$ cat src/rtl/ir_rx_fifo.sv
// Capture stage after the IR NEC decoder: frame FIFO, ir_int_clr handshake, repeat counter, sticky overflow, level irq.
// Entry visible one edge after ir_int; full FIFO drops the frame and sets ovf. Optional IR_RX_FIFO_REPEAT_PUSH_EN also pushes repeat frames.
module ir_rx_fifo #(
  parameter int DEPTH = 4,
  parameter int AW    = 2
) (
  input  logic          clk,
  input  logic          rst,
  input  logic          ir_int,
  input  logic [31:0]   ir_data,
  input  logic          ir_repeat,
  input  logic          ir_cmp_err,
  output logic          ir_int_clr,
  input  logic          rd_en,
  output logic [31:0]   rd_data,
  output logic          rd_err,
  output logic          rd_rep,
  output logic [AW:0]   fifo_cnt,
  output logic          fifo_empty,
  output logic          fifo_full,
  output logic          ovf,
  input  logic          ovf_clr,
  output logic [7:0]    rep_cnt,
  input  logic          rep_clr,
  input  logic [AW:0]   rf_irq_th,
  input  logic          rf_irq_mask,
  output logic          irq
);

  typedef enum logic [1:0] {
    ST_IDLE,
    ST_CLEAR,
    ST_WAIT_LOW
  } state_t;

  localparam logic [AW:0]   CNT_FULL = (AW+1)'(DEPTH);
  localparam logic [AW:0]   CNT_ONE  = (AW+1)'(1);
  localparam logic [AW-1:0] PTR_ONE  = AW'(1);

  state_t        state_q, state_d;
  logic [AW-1:0] wr_ptr_q, wr_ptr_d;
  logic [AW-1:0] rd_ptr_q, rd_ptr_d;
  logic [AW:0]   cnt_q, cnt_d;
  logic          ovf_q, ovf_d;
  logic [7:0]    rep_cnt_q, rep_cnt_d;
  logic          irq_q, irq_d;

  logic [32:0]   mem_q [DEPTH];
`ifdef IR_RX_FIFO_REPEAT_PUSH_EN
  logic          rep_mem_q [DEPTH];
`endif

  logic          frame_act;
  logic          push_req;
  logic          push_ok;
  logic          pop_ok;
  logic          ovf_set;
  logic          empty;
  logic          full;
  logic [AW:0]   th_eff;

  always_comb begin
    empty     = (cnt_q == '0);
    full      = (cnt_q == CNT_FULL);
    frame_act = (state_q == ST_IDLE) && ir_int;
`ifdef IR_RX_FIFO_REPEAT_PUSH_EN
    push_req  = frame_act;
`else
    push_req  = frame_act && !ir_repeat;
`endif
    pop_ok    = rd_en && !empty;
    // A same-cycle pop frees the slot, so a push into a full FIFO still lands.
    push_ok   = push_req && (!full || pop_ok);
    ovf_set   = push_req && full && !pop_ok;
  end

  always_comb begin
    state_d = state_q;
    case (state_q)
      ST_IDLE:     if (ir_int) state_d = ST_CLEAR;
      ST_CLEAR:    state_d = ST_WAIT_LOW;
      ST_WAIT_LOW: if (!ir_int) state_d = ST_IDLE;
      default:     state_d = ST_IDLE;
    endcase
  end

  always_comb begin
    wr_ptr_d = push_ok ? wr_ptr_q + PTR_ONE : wr_ptr_q;
    rd_ptr_d = pop_ok  ? rd_ptr_q + PTR_ONE : rd_ptr_q;
    cnt_d    = cnt_q;
    case ({push_ok, pop_ok})
      2'b10:   cnt_d = cnt_q + CNT_ONE;
      2'b01:   cnt_d = cnt_q - CNT_ONE;
      default: cnt_d = cnt_q;
    endcase

    ovf_d = ovf_q;
    if (ovf_set)      ovf_d = 1'b1;
    else if (ovf_clr) ovf_d = 1'b0;

    rep_cnt_d = rep_cnt_q;
    if (frame_act && !ir_repeat) begin
      rep_cnt_d = 8'd0;
    end else if (frame_act && ir_repeat) begin
      // Clear and increment together count this repeat as the first one.
      if (rep_clr)                 rep_cnt_d = 8'd1;
      else if (rep_cnt_q != 8'hFF) rep_cnt_d = rep_cnt_q + 8'd1;
    end else if (rep_clr) begin
      rep_cnt_d = 8'd0;
    end

    th_eff = (rf_irq_th == '0) ? CNT_ONE : rf_irq_th;
    irq_d  = !rf_irq_mask && ((cnt_q >= th_eff) || ovf_q);
  end

  always_ff @(posedge clk) begin
    if (rst) begin
      state_q   <= ST_IDLE;
      wr_ptr_q  <= '0;
      rd_ptr_q  <= '0;
      cnt_q     <= '0;
      ovf_q     <= 1'b0;
      rep_cnt_q <= 8'd0;
      irq_q     <= 1'b0;
    end else begin
      state_q   <= state_d;
      wr_ptr_q  <= wr_ptr_d;
      rd_ptr_q  <= rd_ptr_d;
      cnt_q     <= cnt_d;
      ovf_q     <= ovf_d;
      rep_cnt_q <= rep_cnt_d;
      irq_q     <= irq_d;
    end
  end

  always_ff @(posedge clk) begin
    if (push_ok) begin
      mem_q[wr_ptr_q] <= {ir_cmp_err, ir_data};
`ifdef IR_RX_FIFO_REPEAT_PUSH_EN
      rep_mem_q[wr_ptr_q] <= ir_repeat;
`endif
    end
  end

  // Head is masked while empty so stale or uninitialised slots never leak out.
  always_comb begin
    ir_int_clr = (state_q == ST_CLEAR);
    rd_data    = empty ? 32'd0 : mem_q[rd_ptr_q][31:0];
    rd_err     = empty ? 1'b0  : mem_q[rd_ptr_q][32];
`ifdef IR_RX_FIFO_REPEAT_PUSH_EN
    rd_rep     = empty ? 1'b0  : rep_mem_q[rd_ptr_q];
`else
    rd_rep     = 1'b0;
`endif
    fifo_cnt   = cnt_q;
    fifo_empty = empty;
    fifo_full  = full;
    ovf        = ovf_q;
    rep_cnt    = rep_cnt_q;
    irq        = irq_q;
  end

endmodule

$ cat config.mk
export PLATFORM = sky130hd
export DESIGN_NAME = ir_rx_fifo
export DESIGN_NICKNAME = d
export VERILOG_FILES = /design/src/rtl/ir_rx_fifo.sv
export SDC_FILE = /design/constraint.sdc
export NUM_CORES = 1
export LEC_CHECK = 0
export ABC_AREA = 0
export BUFFER_PORTS_ARGS = -buffer_cell sky130_fd_sc_hd__buf_2
export CORE_MARGIN = 2
export CORE_UTILIZATION = 55
export CTS_BUF_LIST = sky130_fd_sc_hd__clkbuf_2
export DETAILED_ROUTE_END_ITERATION = 8
export PLACE_DENSITY_LB_ADDON = 0.25
export SYNTH_ARGS = -nofsm -noshare
export SYNTH_HDL_FRONTEND = slang
export SYNTH_SLANG_ARGS = --single-unit
$ cat constraint.sdc
create_clock -name clk -period 3.3 [get_ports clk]
set_input_delay 0.165 -clock clk [delete_from_list [all_inputs] [get_ports clk]]
set_output_delay 0.165 -clock clk [all_outputs]
set_load 0.02 [all_outputs]
Word-level counts from Yosys, hierarchy flattened:

Memories as Yosys holds them, arrays and structs flattened. A register that Yosys moved wholly into a read port is not among the register bits.
Cells that the tools add are included.

* input port bits: 44
* memory bits (writable): 132
* memories kept: 1
* logic and storage cells: 64
* output and inout port bits: 50
* flip-flop bits (word level): 19

* magnitude comparators: 1
* add/subtract/negate cells: 5
* eq/ne operators: 8
* reductions and logical operators: 25
* multiplexer cells: 17

Memory list
* mem_q: words 4, width 33, rd ports 1, clocked after memory_dff 1, write ports 1, RTL line 48 `logic [32:0] mem_q [DEPTH];`

Operators by type and width (number)
* $mux 32: 1
* $mux 8: 4
* $add 8x1->8 const B: 1
* $logic_and 1x1->1: 8
* $mux 2: 4
* $ne 8x8->1 const B: 1
* $reduce_bool 2->1: 4
* $logic_not 3->1: 2
* $pmux 2 s3: 1
* $pmux 3 s2: 1
* $logic_not 1->1: 5
* $mux 1: 5
* $add 2x1->2 const B: 2
* $eq 2x1->1 const B: 2
* $eq 2x2->1 const B: 2
* $ne 2x2->1 const B: 2
* $reduce_and 2->1: 2
* $add 3x1->3 const B: 1
* $eq 3x3->1 const B: 1
* $ge 3x3->1: 1
* $mux 3: 1
* $sub 3x1->3 const B: 1
* $logic_not 2->1: 1
* $logic_or 1x1->1: 2
* $reduce_or 2->1: 1

Logic depth before layout (Yosys ltp):

* depth in word-level cells: 7
* mapped depth: 7
* gate-level depth less buffers: 6

Worst setup path after synthesis:

Ideal clock, no wire load.

* path type: reg2reg
* start: register state_q[1]
* end: memory mem_q[0][0] (enable)
* path slack: 0.752 ns
* data required time: 2.907 ns
* stages on the path, launching flop included: 5
* buffers on the path: 1
* library setup time: 0.393 ns
* clock period less this slack: 2.548 ns
* data arrival time: 2.154 ns
* cell sequence: dfxtp_1 -> or4b_1 -> buf_2 -> a21oi_1 -> and2_1

* cells in the longest elaborated chain, start to end: 6

RTL lines
* start: declaration: RTL line 40 `state_t state_q, state_d;`
* start signal: assignment: RTL line 126 `state_q <= state_d;`
* $logic_not 2->1: RTL line 65 `frame_act = (state_q == ST_IDLE) && ir_int;`
* $logic_and 1x1->1: RTL line 65
* $logic_and 1x1->1: RTL line 69 `push_req = frame_act && !ir_repeat;`
* $logic_and 1x1->1: RTL line 73 `push_ok = push_req && (!full || pop_ok);`
* $mux 1: RTL line 137 `if (push_ok) begin`
* $mux 1 (implied by the code): RTL line 138 `mem_q[wr_ptr_q] <= {ir_cmp_err, ir_data};`
* end: declaration: RTL line 48

No other way between the ends.

==> impl_metrics.tcl <==
set metrics [dict create \
    syn-num-nets 396 \
    grt_max_degree 38 \
    clk_pin_slew_ns 0.21 \
    whs_ns 0.1605 \
    hold_viol 0 \
    synth_cells 343 \
    reg2reg_from "state_q[1]" \
    antenna_found_initial 1 \
    ys_ff_latch 153 \
    fp.coreArea_um2 10840 \
    setup_violations 0 \
    drc 0 \
    regToRegSetupSlack_ns 0.78 \
    async_flop_share 0 \
    mostFrequentLayoutCell "edfxtp_1" \
    area_growth_pct 20.88 \
    clk_latency_ns 0.69 \
    drtIter0Drc 132 \
    cts_tree "done" \
    synthTopCellsByArea "edfxtp_1 65%, mux4_2 12%, dfxtp_1 6.9%" \
    seq_area_frac_synth 0.7158 \
    synth_edf_count 132 \
    num_vias 3468 \
    cellPowerDensity_nw_per_um2 616.0 \
    h-tree-depth 4 \
    grt_util_all_layers 0.1965 \
    yosys_warnings 0 \
    fin_util 0.6829 \
    clock-root-buffer "clkbuf_2" \
    cts_buffers 17 \
    place.gp.congestion 0.7740 \
    ant_nets 0 \
    clock_path_buffers 2 \
    syn_area_um2 6125 \
    slew_viol_final 0 \
    rsz0062_at_grt "false" \
    worstPathMaxFanout 15 \
    fmax_mhz 367.9 \
    min_path_cells 5 \
    dieHeight_um 109.5 \
    yosysUniqueCellTypes 45 \
    start_util 0.5650 \
    drt_first_pass_iters 4 \
    drt_wl_total_mm 11.00 \
    ctsResizeCount 0 \
    tightest_slew_ns 0.8856 \
    die_w_um 109.5 \
    maxCapViolations 0 \
    startpoint_type "register" \
    clock-sinks 153 \
    dieArea_um2 12000 \
    r2r-end "mem_q[1][23]" \
    ios 94 \
    slew-limit-headroom 0.4096 \
    io_buffers 92 \
    reg2reg_depth 4 \
    vdd_drop_max_mv 0.4429 \
    required_ns 3.13 \
    wl_per_cell_um 17.08 \
    synth_top_area_share 0.6472 \
    yosysTopAreaCell "edfxtp_1" \
    grt_pass1_wl_mm 17.05 \
    hold_buffers 45 \
    hp-class "in2reg" \
    tns_ns 0 \
    synth-main-ff-cell "edfxtp_1" \
    viasPerCell 5.385 \
    cts_setup_buffers 0 \
    holdPathEnd "rep_cnt[2]" \
    post-dp-hpwl_mm 6.660 \
    end_kind "output pin" \
    drive_above_1_share 0.3400 \
    grt.overflow.total 0 \
    nNetsFinal 543 \
    grt_pass1_vias 3532 \
    worstPathArrival_ns 2.55 \
    status "completed" \
    critPathKind "reg2out" \
    leakagePower_nw 2.700 \
    skew_ns 0.02258 \
    syn_area_per_cell_um2 17.86 \
    post-route-min-period_ns 2.718 \
    fin_crit_sh 0.8237 \
    rows 38 \
    hold_start "ir_repeat" \
    final_cell_mix "132 x edfxtp_1, 92 x buf_2, 45 x dlygate4sd3_1, 34 x and2_1, 33 x mux4_2" \
]
-- registers in the layout (all words and copies together) (netlist names), named ones only --
register,count
rep_cnt,8
state_q,2
irq,1
mem_q,132
rd_ptr_q,2
fifo_cnt,3
ovf,1
wr_ptr_q,2
-- cells in the mapped netlist (all sizes together), types with 2 or more instances --
cell type	instances
nand3	5
xor2	4
nor2b	3
a21oi	6
nand4b	2
ha	8
mux2i	3
clkbuf	11
dfxtp	21
mux4	33
nand2b	3
mux2	2
o21ba	2
or3	4
o21ai	4
and2	38
buf	5
o21a	3
nand4	3
nor3	2
edfxtp	132
nor2	20
inv	9
-- logic make-up after synthesis --
kind of cell	after synthesis	synth area share
flip-flops	153	0.7158
buffers and inverters	25	0.01675
AND/OR/NAND/NOR	87	0.08233
AO/OA/AOI/OAI	25	0.02779
XOR/XNOR	5	0.007150
adder cells (fa/ha/maj)	9	0.01961
multiplexers	38	0.1299
other	1	0.0006123
-- routing by layer --
metal,GRT usage,vias to the layer above,share of wire
met2,0.3285,102,0.52
li1,-,1634,-
met4,0.07685,0,0.014
met3,0.06520,11,0.050
met1,0.2377,1721,0.42
met5,0,-,0
-- worst max-delay path, cell delays in order, from the launching register on --
cell and delay (ns):
dfxtp_2 0.60, buf_4 0.39, mux4_2 0.53, and2_1 0.18, buf_2 0.16
-- area by class of cell --
class	instances	area, um^2
sequential	153	4387
clock inverter	14	83.83
multi-input combinational	165	1643
tap	140	175.2
antenna	1	2.502
timing repair buffer	144	988.4
clock buffer	18	90.09
fill	734	3437
inverter	9	33.78
-- power breakdown --
part,internal (mW),switching (mW)
Clock,0.185,0.617
Combinational,0.666,0.831
Sequential,2.18,0.0848
Total,3.03,1.53
-- worst max-delay path by stage --
stage / start / to / cells after the start
after floorplan: state_q[1] / mem_q[0][0] / 4
after global placement: state_q[1] / mem_q[0][8] / 4
after detailed placement: state_q[1] / mem_q[1][24] / 4
after CTS: register / rd_data[7] / 4
after global routing: register / rd_data[20] / 4
final: register / rd_data[7] / 4
-- through the flow --
step                setup slack [ns]  cell area, um^2  total power, mW  instances
floorplan                     0.7525             6125            3.317        343
global placement              0.9112             6777            3.749        566
detailed placement            0.8288             6777            3.782        566
CTS                           0.4737             7401            4.606        643
global route                  0.3391             7403            4.819        644
finish                        0.5818             7403            4.561        644
Power figures use the tool's default switching activity.
